File: src/rtl/wave_pkt_tx_if.sv
`default_nettype none
// +----------------------------------------------------------------------+
// | wave_pkt_tx_if : control, sample FIFO and UDP-core signals            |
// | Rev 1.0                                                               |
// +----------------------------------------------------------------------+
interface wave_pkt_tx_if;
    logic        enable;
    logic [15:0] freq_in;
    logic [12:0] fifo_rd_count;
    logic        fifo_rd_en;
    logic [7:0]  fifo_rd_data;
    logic        tx_start_en;
    logic [15:0] tx_byte_num;
    logic        tx_req;
    logic [7:0]  tx_data;
    logic        tx_done;
    logic        busy;
    logic        err;
    logic [15:0] pkt_cnt;

    modport master (
        input  enable, freq_in, fifo_rd_count, fifo_rd_data, tx_req, tx_done,
        output fifo_rd_en, tx_start_en, tx_byte_num, tx_data, busy, err, pkt_cnt
    );

    modport slave (
        output enable, freq_in, fifo_rd_count, fifo_rd_data, tx_req, tx_done,
        input  fifo_rd_en, tx_start_en, tx_byte_num, tx_data, busy, err, pkt_cnt
    );
endinterface
`default_nettype wire

File: src/rtl/wave_pkt_tx.sv
`default_nettype none
// +----------------------------------------------------------------------+
// | wave_pkt_tx : frames FIFO wave samples behind a 16-bit frequency      |
// | header and feeds them to a UDP transmit core. Rev 1.0                 |
// +----------------------------------------------------------------------+
module wave_pkt_tx #(
    parameter int PAYLOAD_SAMPLES = 1024,
    parameter int GAP_CYCLES      = 16
) (
    input  wire logic       clk,
    input  wire logic       rst_n,
    wave_pkt_tx_if.master   bus
);

    localparam logic [12:0] SAMPLES_C = 13'(PAYLOAD_SAMPLES);
    localparam logic [12:0] BYTES_C   = 13'(PAYLOAD_SAMPLES + 2);
    localparam int          GAP_W     = (GAP_CYCLES < 2) ? 1 : $clog2(GAP_CYCLES);
    localparam logic [GAP_W-1:0] GAP_LAST = GAP_W'((GAP_CYCLES > 0) ? GAP_CYCLES - 1 : 0);

    typedef enum logic [2:0] {
        IDLE      = 3'd0,
        WAIT_DATA = 3'd1,
        START     = 3'd2,
        SEND      = 3'd3,
        WAIT_DONE = 3'd4,
        GAP       = 3'd5
    } state_t;

    state_t           state;
    logic [12:0]      byte_cnt;
    logic [15:0]      freq_lat;
    logic [GAP_W-1:0] gap_cnt;
    logic             data_sel;
    logic [7:0]       data_reg;
    logic             start_r;
    logic             err_r;
    logic [15:0]      pkt_cnt_r;
    logic             take_req;
    logic             rd_fire;

    // A request is only honoured while bytes remain and the frame is not being closed.
    assign take_req = (state == SEND) && bus.tx_req && !bus.tx_done && (byte_cnt < BYTES_C);
    assign rd_fire  = take_req && (byte_cnt >= 13'd2);

    assign bus.fifo_rd_en  = rd_fire;
    // FIFO data is passed straight through the cycle after a read, then held in data_reg.
    assign bus.tx_data     = data_sel ? bus.fifo_rd_data : data_reg;
    assign bus.tx_start_en = start_r;
    assign bus.tx_byte_num = 16'(PAYLOAD_SAMPLES + 2);
    assign bus.busy        = (state != IDLE);
    assign bus.err         = err_r;
    assign bus.pkt_cnt     = pkt_cnt_r;

    always_ff @(posedge clk or negedge rst_n) begin
        if (!rst_n) begin
            state     <= IDLE;
            byte_cnt  <= '0;
            freq_lat  <= '0;
            gap_cnt   <= '0;
            data_sel  <= 1'b0;
            data_reg  <= '0;
            start_r   <= 1'b0;
            err_r     <= 1'b0;
            pkt_cnt_r <= '0;
        end else begin
            start_r  <= 1'b0;
            data_sel <= rd_fire;
            if (data_sel) begin
                data_reg <= bus.fifo_rd_data;
            end

            case (state)
                IDLE: begin
                    if (bus.enable) begin
                        state <= WAIT_DATA;
                    end
                end

                WAIT_DATA: begin
                    if (!bus.enable) begin
                        state <= IDLE;
                    end else if (bus.fifo_rd_count >= SAMPLES_C) begin
                        state   <= START;
                        start_r <= 1'b1;
                    end
                end

                START: begin
                    freq_lat <= bus.freq_in;
                    byte_cnt <= '0;
                    state    <= SEND;
                end

                SEND: begin
                    if (bus.tx_done) begin
                        err_r   <= 1'b1;
                        gap_cnt <= '0;
                        state   <= GAP;
                    end else if (take_req) begin
                        byte_cnt <= byte_cnt + 13'd1;
                        if (byte_cnt == 13'd0) begin
                            data_reg <= freq_lat[15:8];
                        end else if (byte_cnt == 13'd1) begin
                            data_reg <= freq_lat[7:0];
                        end
                        if (byte_cnt == BYTES_C - 13'd1) begin
                            state <= WAIT_DONE;
                        end
                    end
                end

                WAIT_DONE: begin
                    if (bus.tx_done) begin
                        pkt_cnt_r <= pkt_cnt_r + 16'd1;
                        gap_cnt   <= '0;
                        state     <= GAP;
                    end
                end

                GAP: begin
                    if (gap_cnt == GAP_LAST) begin
                        state <= bus.enable ? WAIT_DATA : IDLE;
                    end else begin
                        gap_cnt <= gap_cnt + 1'b1;
                    end
                end

                default: begin
                    state <= IDLE;
                end
            endcase
        end
    end

endmodule
`default_nettype wire

File: src/flat_wrapper.sv
// flat-port wrapper written by rule: the top's interface ports become plain ports
module wave_pkt_tx_flat 
#(
    parameter int PAYLOAD_SAMPLES = 1024,
    parameter int GAP_CYCLES      = 16
)
  (clk, rst_n, bus_enable, bus_freq_in, bus_fifo_rd_count, bus_fifo_rd_data, bus_tx_req, bus_tx_done, bus_fifo_rd_en, bus_tx_start_en, bus_tx_byte_num, bus_tx_data, bus_busy, bus_err, bus_pkt_cnt);
  wave_pkt_tx_if bus_i ();
  input  wire logic clk;
  input  wire logic rst_n;
  input wire logic [$bits(bus_i.enable)-1:0] bus_enable;
  input wire logic [$bits(bus_i.freq_in)-1:0] bus_freq_in;
  input wire logic [$bits(bus_i.fifo_rd_count)-1:0] bus_fifo_rd_count;
  input wire logic [$bits(bus_i.fifo_rd_data)-1:0] bus_fifo_rd_data;
  input wire logic [$bits(bus_i.tx_req)-1:0] bus_tx_req;
  input wire logic [$bits(bus_i.tx_done)-1:0] bus_tx_done;
  output wire logic [$bits(bus_i.fifo_rd_en)-1:0] bus_fifo_rd_en;
  output wire logic [$bits(bus_i.tx_start_en)-1:0] bus_tx_start_en;
  output wire logic [$bits(bus_i.tx_byte_num)-1:0] bus_tx_byte_num;
  output wire logic [$bits(bus_i.tx_data)-1:0] bus_tx_data;
  output wire logic [$bits(bus_i.busy)-1:0] bus_busy;
  output wire logic [$bits(bus_i.err)-1:0] bus_err;
  output wire logic [$bits(bus_i.pkt_cnt)-1:0] bus_pkt_cnt;
  assign bus_i.enable = bus_enable;
  assign bus_i.freq_in = bus_freq_in;
  assign bus_i.fifo_rd_count = bus_fifo_rd_count;
  assign bus_i.fifo_rd_data = bus_fifo_rd_data;
  assign bus_i.tx_req = bus_tx_req;
  assign bus_i.tx_done = bus_tx_done;
  assign bus_fifo_rd_en = bus_i.fifo_rd_en;
  assign bus_tx_start_en = bus_i.tx_start_en;
  assign bus_tx_byte_num = bus_i.tx_byte_num;
  assign bus_tx_data = bus_i.tx_data;
  assign bus_busy = bus_i.busy;
  assign bus_err = bus_i.err;
  assign bus_pkt_cnt = bus_i.pkt_cnt;
  wave_pkt_tx #(.PAYLOAD_SAMPLES(PAYLOAD_SAMPLES), .GAP_CYCLES(GAP_CYCLES)) u_core (.clk(clk), .rst_n(rst_n), .bus(bus_i));
endmodule
File: config.mk
export PLATFORM = sky130hd
export DESIGN_NAME = wave_pkt_tx_flat
export DESIGN_NICKNAME = d
export VERILOG_FILES = /design/src/rtl/wave_pkt_tx_if.sv /design/src/rtl/wave_pkt_tx.sv /design/src/flat_wrapper.sv
export SDC_FILE = /design/constraint.sdc
export NUM_CORES = 1
export LEC_CHECK = 0
export BUFFER_PORTS_ARGS = -buffer_cell sky130_fd_sc_hd__buf_4
export CORE_MARGIN = 2
export CORE_UTILIZATION = 53
export DETAILED_ROUTE_END_ITERATION = 12
export MAX_ROUTING_LAYER = met4
export PLACE_DENSITY = 0.86
export SYNTH_ARGS = -nofsm -noshare
export SYNTH_HDL_FRONTEND = slang
export SYNTH_SLANG_ARGS = --single-unit
File: constraint.sdc
create_clock -name clk -period 2.8 [get_ports clk]
set_input_delay 0.56 -clock clk [delete_from_list [all_inputs] [get_ports clk]]
set_output_delay 0.56 -clock clk [all_outputs]
set_load 0.01 [all_outputs]
==> flow_summary.yaml, run 1 <==
status:
  status: "complete, no violations"
floorplan:
  die_area_um2: 6830
  core_area_um2: 5960
  rows: 28
  start_util: 0.551
  die_height_um: 82.7
  io_pins: 86
  die_w_um: 82.7
timing:
  worst_pin_slew_ns: 0.775
  max_freq_mhz: 367
  fin_crit_sh: 0.973
  rsz0062_at_grt: "false"
  min_period_ns: 2.73
  slew_violations: 0
  max-slew-margin-rel: 0.483
  skew_ns: 0.0108
  hold_viol_final: 0
  setup_violations: 0
  setup_ws_ns: 0.0748
  fin_tns_setup_ns: 0
cts:
  cts_tree: "built"
  clock_latency_ns: 0.34
  root_buffer: "clkbuf_8"
  ctsLongestPathBuffers: 2
  clk_pin_slew_ns: 0.07
  numClockSinks: 63
  postCtsSetupRepairBufs: 0
  cts_buffers: 9
  cts-resized-gates: 0
  ctsHoldBuffers: 0
  cts.htree.levels: 3
synthesis:
  async_flop_share: 1.00
  synth-main-ff-cell: "dfrtp_1"
  synth_edf_count: 0
  synth.most_common_cell: "dfrtp_1"
  synth_cells: 328
  yosys-top-cells-area: "dfrtp_1 (48%), nand2_1 (6.9%), mux2_2 (3.8%), buf_4 (3.7%), xnor2_1 (3.5%)"
  synthDistinctLibCells: 59
  netlist_top_cells_count: "dfrtp_1 (63), nand2_1 (60), buf_4 (16)"
  seq_area_frac_synth: 0.481
  synth_area_um2: 3280
  synth_top_cell_by_area: "dfrtp_1"
  synth_top_area_frac: 0.481
  ys_ff_latch: 63
  yosys_warnings: 0
  syn_area_per_cell_um2: 10.0
critical_path:
  criticalPathCategory: "flop to output pin"
  reg2reg_setup_slack_ns: 0.50
  critPathCaptureType: "output pin"
  ff2ff_path_depth: 5
  critPathTopFamily: "simple AND/OR/NAND/NOR gates"
  startpoint_type: "flop"
  cp_data_arrival_time_ns: 2.17
  cp_cell_sequence: "or4_4 > or3_1 > o31a_1 > buf_4"
  crit_required_ns: 2.24
  path_max_fanout: 7
  max_stage_delay_ns: 0.56
  crit_cells: 4
  critPathSlowestCell: "or4_4"
  crit_buf_inv: 1
routing:
  m1WireLength_um: 2950
  wl_um: 6850
  vias: 2557
  ant_nets: 0
  wl_per_cell_um: 14.7
  avgViaCountPerCell: 5.50
  drc_errors: 0
  initialDrtViolationCount: 202
  routed.top_layer: "met4"
  dr.pass1.iters: 4
  route.met3.wl_um: 432
  dr_wl_met2_um: 3380
finish:
  fin_nets: 432
  drive_above_1_share: 0.262
  area_growth_pct: 19.8
  multi_input_area_um2: 1550
  register_area_um2: 1580
  fill_cells: 495
  n_antenna_cell: 0
power_and_ir_drop:
  combPwrFrac: 0.346
  power_frac_seq: 0.419
  p_per_area_nw_per_um2: 846
  p_sw_frac: 0.357
  power.switching_mw: 1.18
  max-vdd-ir-drop_v: 0.000585
  internal-power_mw: 2.14
  p_leak_nw: 1.89
  pwr-share-clk: 0.235
placement:
  dpl_worst_slack_ns: 0.414
  io_buffers: 59
  routabilityCongestion: 0.839
  hpwl_um: 4760
run:
  maxCapViolCount: 0
grt:
  grt_pass1_wl_um: 11400
  grt_antenna_before_repair: 0
  grt_overflow: 0
  grt_pass1_vias: 2458
  grt_max_degree: 64
  grt_use_total: 0.225
hold_path:
  hold_class: "primary input to asynchronous set/reset pin"
## power groups by stage
stage          clock, mW  combinational (mW)  sequential [mW]
4_1_cts            0.801                1.16             1.39
2_1_floorplan          0               0.839             1.33
3_3_place_gp           0                1.12             1.39
3_5_place_dp           0                1.15             1.41
5_1_grt            0.835                1.31             1.44
6_report           0.779                1.15             1.39
## logic make-up after synthesis
| family | Yosys count | share of synthesized area |
|---|---|---|
| multiplexers | 14 | 0.0469 |
| AO/OA/AOI/OAI | 56 | 0.129 |
| AND/OR/NAND/NOR | 134 | 0.216 |
| flip-flops | 63 | 0.481 |
| other | 2 | 0.00229 |
| buffers and inverters | 38 | 0.0633 |
| adder cells (fa/ha/maj) | 5 | 0.0191 |
| XOR/XNOR | 16 | 0.0427 |
## layer usage
| metal | GRT usage | vias up |
|---|---|---|
| li1 | - | 1250 |
| met1 | 0.281 | 1231 |
| met2 | 0.359 | 68 |
| met3 | 0.0522 | 8 |
| met4 | 0.0820 | 0 |
| met5 | - | - |
## cell usage in the layout (no fill, tap or decap), types with 5 or more instances in the layout
cell / n
ha_1: 5
o21ai_1: 10
nor2_1: 6
xnor2_1: 13
buf_4: 65
inv_1: 5
mux2_2: 11
and2_1: 6
nor4_1: 5
clkbuf_8: 9
dfrtp_1: 62
nand2_1: 60
conb_1: 16
nand4_1: 5
o41ai_1: 8
a22oi_1: 9
nand3_1: 13
and3_1: 7
or3_1: 5
## path summary, 6_finish.rpt
kind | startpoint | endpoint
max in group asynchronous | rst_n | u_core.byte_cnt[7]$_DFFE_PN0P_
setup reg to reg | u_core.byte_cnt[7]$_DFFE_PN0P_ | u_core.byte_cnt[4]$_DFFE_PN0P_
min in group clk | bus_freq_in[13] | u_core.freq_lat[13]$_DFFE_PN0N_
hold / removal | rst_n | u_core.data_sel$_DFF_PN0_
setup / recovery | u_core.byte_cnt[7]$_DFFE_PN0P_ | bus_fifo_rd_en
hold reg to reg | u_core.bus.err$_DFFE_PN0P_ | u_core.bus.err$_DFFE_PN0P_
## per-stage QoR
stage	util	total power, mW	hold WS, ns	instances	cell area (µm²)
floorplan	-	2.17	0.264	342	3330
global placement	0.626	2.50	0.441	449	3730
detailed placement	0.626	2.56	0.444	449	3730
CTS	0.659	3.35	0.323	465	3930
global route	0.659	3.58	0.367	465	3930
finish	0.659	3.32	0.295	465	3930
## cell type report
| type | instances | area share |
|---|---|---|
| Tap cell | 75 | 0.0239 |
| Sequential cell | 63 | 0.402 |
| Clock inverter | 7 | 0.0185 |
| Multi-Input combinational cell | 241 | 0.395 |
| Timing Repair Buffer | 65 | 0.124 |
| Clock buffer | 9 | 0.0315 |
| Inverter | 5 | 0.00478 |
(Power assumes the default switching activity.)
==> inputs of run 2 (changes only) <==
==> constraint.sdc (replaced) <==
create_clock -name clk -period 2.65 [get_ports clk]
set_input_delay 0.53 -clock clk [delete_from_list [all_inputs] [get_ports clk]]
set_output_delay 0.53 -clock clk [all_outputs]
set_load 0.01 [all_outputs]
==> flow_summary.yaml, run 2 (synthesized netlist as in run 1, its figures left out) <==
status:
  status: "complete, no violations"
placement:
  dpl_cell_area_um2: 3750
  io_buffers: 59
  dpl_worst_slack_ns: 0.317
  routabilityCongestion: 0.854
  hpwl_um: 4970
  dp_cells: 452
critical_path:
  r2r-start: "u_core.byte_cnt[6]$_DFFE_PN0P_"
  r2r-end: "u_core.byte_cnt[2]$_DFFE_PN0P_"
  critPathCaptureType: "output pin"
  cp_data_arrival_time_ns: 2.08
  cp_cell_sequence: "or4_4 > or3_4 > o31a_1 > buf_6"
  reg2reg_setup_slack_ns: 0.33
  criticalPathCategory: "flop to output pin"
  critPathSlowestCell: "or4_4"
  max_stage_delay_ns: 0.55
  startpoint_type: "flop"
  ff2ff_path_depth: 5
  path_max_fanout: 3
  crit_required_ns: 2.12
finish:
  fin_nets: 439
  area_growth_pct: 22.4
  drive_above_1_share: 0.277
  fin_area_um2: 4010
  n_antenna_cell: 0
  layout_common_cells: "buf_4 (71), dfrtp_1 (62), nand2_1 (60), conb_1 (16)"
  layout.cells.non_filler: 472
  final_common_cell: "buf_4"
timing:
  setup_ws_ns: 0.0384
  rsz0062_at_grt: "true"
  max_freq_mhz: 383
  worst_pin_slew_ns: 0.786
  setup_violations: 0
  min_period_ns: 2.61
  hold_viol_final: 0
  skew_ns: 0.00882
  max-slew-margin-rel: 0.476
  fin_crit_sh: 0.986
  whs_ns: 0.272
  fin_tns_setup_ns: 0
  slew_violations: 0
grt:
  grt_pass1_wl_um: 11300
  grt_pass1_vias: 2477
  grt_antenna_before_repair: 0
  grt_overflow: 0
  grt_use_total: 0.228
  grt_max_degree: 64
cts:
  ctsHoldBuffers: 0
  clock_latency_ns: 0.34
  root_buffer: "clkbuf_8"
  cts.htree.levels: 3
  cts_buffers: 9
  numClockSinks: 63
  cts_tree: "built"
  clk_pin_slew_ns: 0.07
  ctsLongestPathBuffers: 2
routing:
  ant_nets: 0
  wl_per_cell_um: 15.4
  route.met3.wl_um: 469
  initialDrtViolationCount: 195
  vias: 2712
  drc_errors: 0
  avgViaCountPerCell: 5.75
  routed.top_layer: "met4"
  m1WireLength_um: 3020
  dr.pass1.iters: 5
  wl_um: 7260
  dr_wl_met2_um: 3610
hold_path:
  hold_class: "primary input to asynchronous set/reset pin"
floorplan:
  die_height_um: 82.7
  core_area_um2: 5960
  start_util: 0.551
  io_pins: 86
  die_w_um: 82.7
  rows: 28
  die_area_um2: 6830
power_and_ir_drop:
  p_per_area_nw_per_um2: 915
  p_leak_nw: 1.93
  max-vdd-ir-drop_v: 0.000509
run:
  maxCapViolCount: 0
## run 2: cell count changes in the layout (fill, tap and decap cells not counted), sizes merged
cell    delta
buf        +7
bufinv     +1
inv        -1
## run 2: repair_timing
action / 4_1_cts / 5_1_grt
gates resized for setup: 1 / 2
setup buffers: 2 / 2
pin swaps: 0 / 4
endpoints found under the setup margin: 1 / 1
## run 2: layer usage
layer | GRT usage | up-vias
li1 | - | 1263
met1 | 0.268 | 1333
met2 | 0.375 | 102
met3 | 0.0413 | 14
met4 | 0.115 | 0
met5 | - | -
## run 2: worst max-delay path by stage
stage	startpoint	endpoint	slack [ns]	cells after the start
global route	u_core.byte_cnt[6]$_DFFE_PN0P_	bus_fifo_rd_en	-0.01	5
finish	u_core.byte_cnt[6]$_DFFE_PN0P_	bus_fifo_rd_en	0.04	4
detailed placement	u_core.byte_cnt[7]$_DFFE_PN0P_	bus_fifo_rd_en	0.32	4
global placement	u_core.byte_cnt[7]$_DFFE_PN0P_	bus_fifo_rd_en	0.31	4
CTS	u_core.byte_cnt[5]$_DFFE_PN0P_	bus_fifo_rd_en	0.01	4
floorplan	u_core.byte_cnt[7]$_DFFE_PN0P_	bus_fifo_rd_en	0.23	5
## run 2: layout make-up
cell class	instances	area (µm²)
multi-input combinational	241	1560
sequential	63	1580
fill	477	1940
clock buffer	9	124
clock inverter	7	97.6
timing repair buffer	72	544
inverter	5	18.8
tap	75	93.8
## run 2: critical path: cells and delay by family, from the launching register on
family	cells	cell delay [ns]
and+or+nand+nor	2	0.89
DFF	1	0.41
AOI/OAI and AO/OA	1	0.32
buffers and inverters	1	0.13
## run 2: report_power, final
| group | switching, mW | internal, mW |
|---|---|---|
| sequential | 0.179 | 1.24 |
| combinational | 0.714 | 0.618 |
| clock | 0.394 | 0.531 |
| total | 1.29 | 2.39 |
## run 2: per-stage QoR
stage	util	total power, mW
2_1_floorplan	-	2.29
3_3_place_gp	0.630	2.68
3_5_place_dp	0.630	2.74
4_1_cts	0.670	3.68
5_1_grt	0.674	3.91
6_report	0.674	3.67
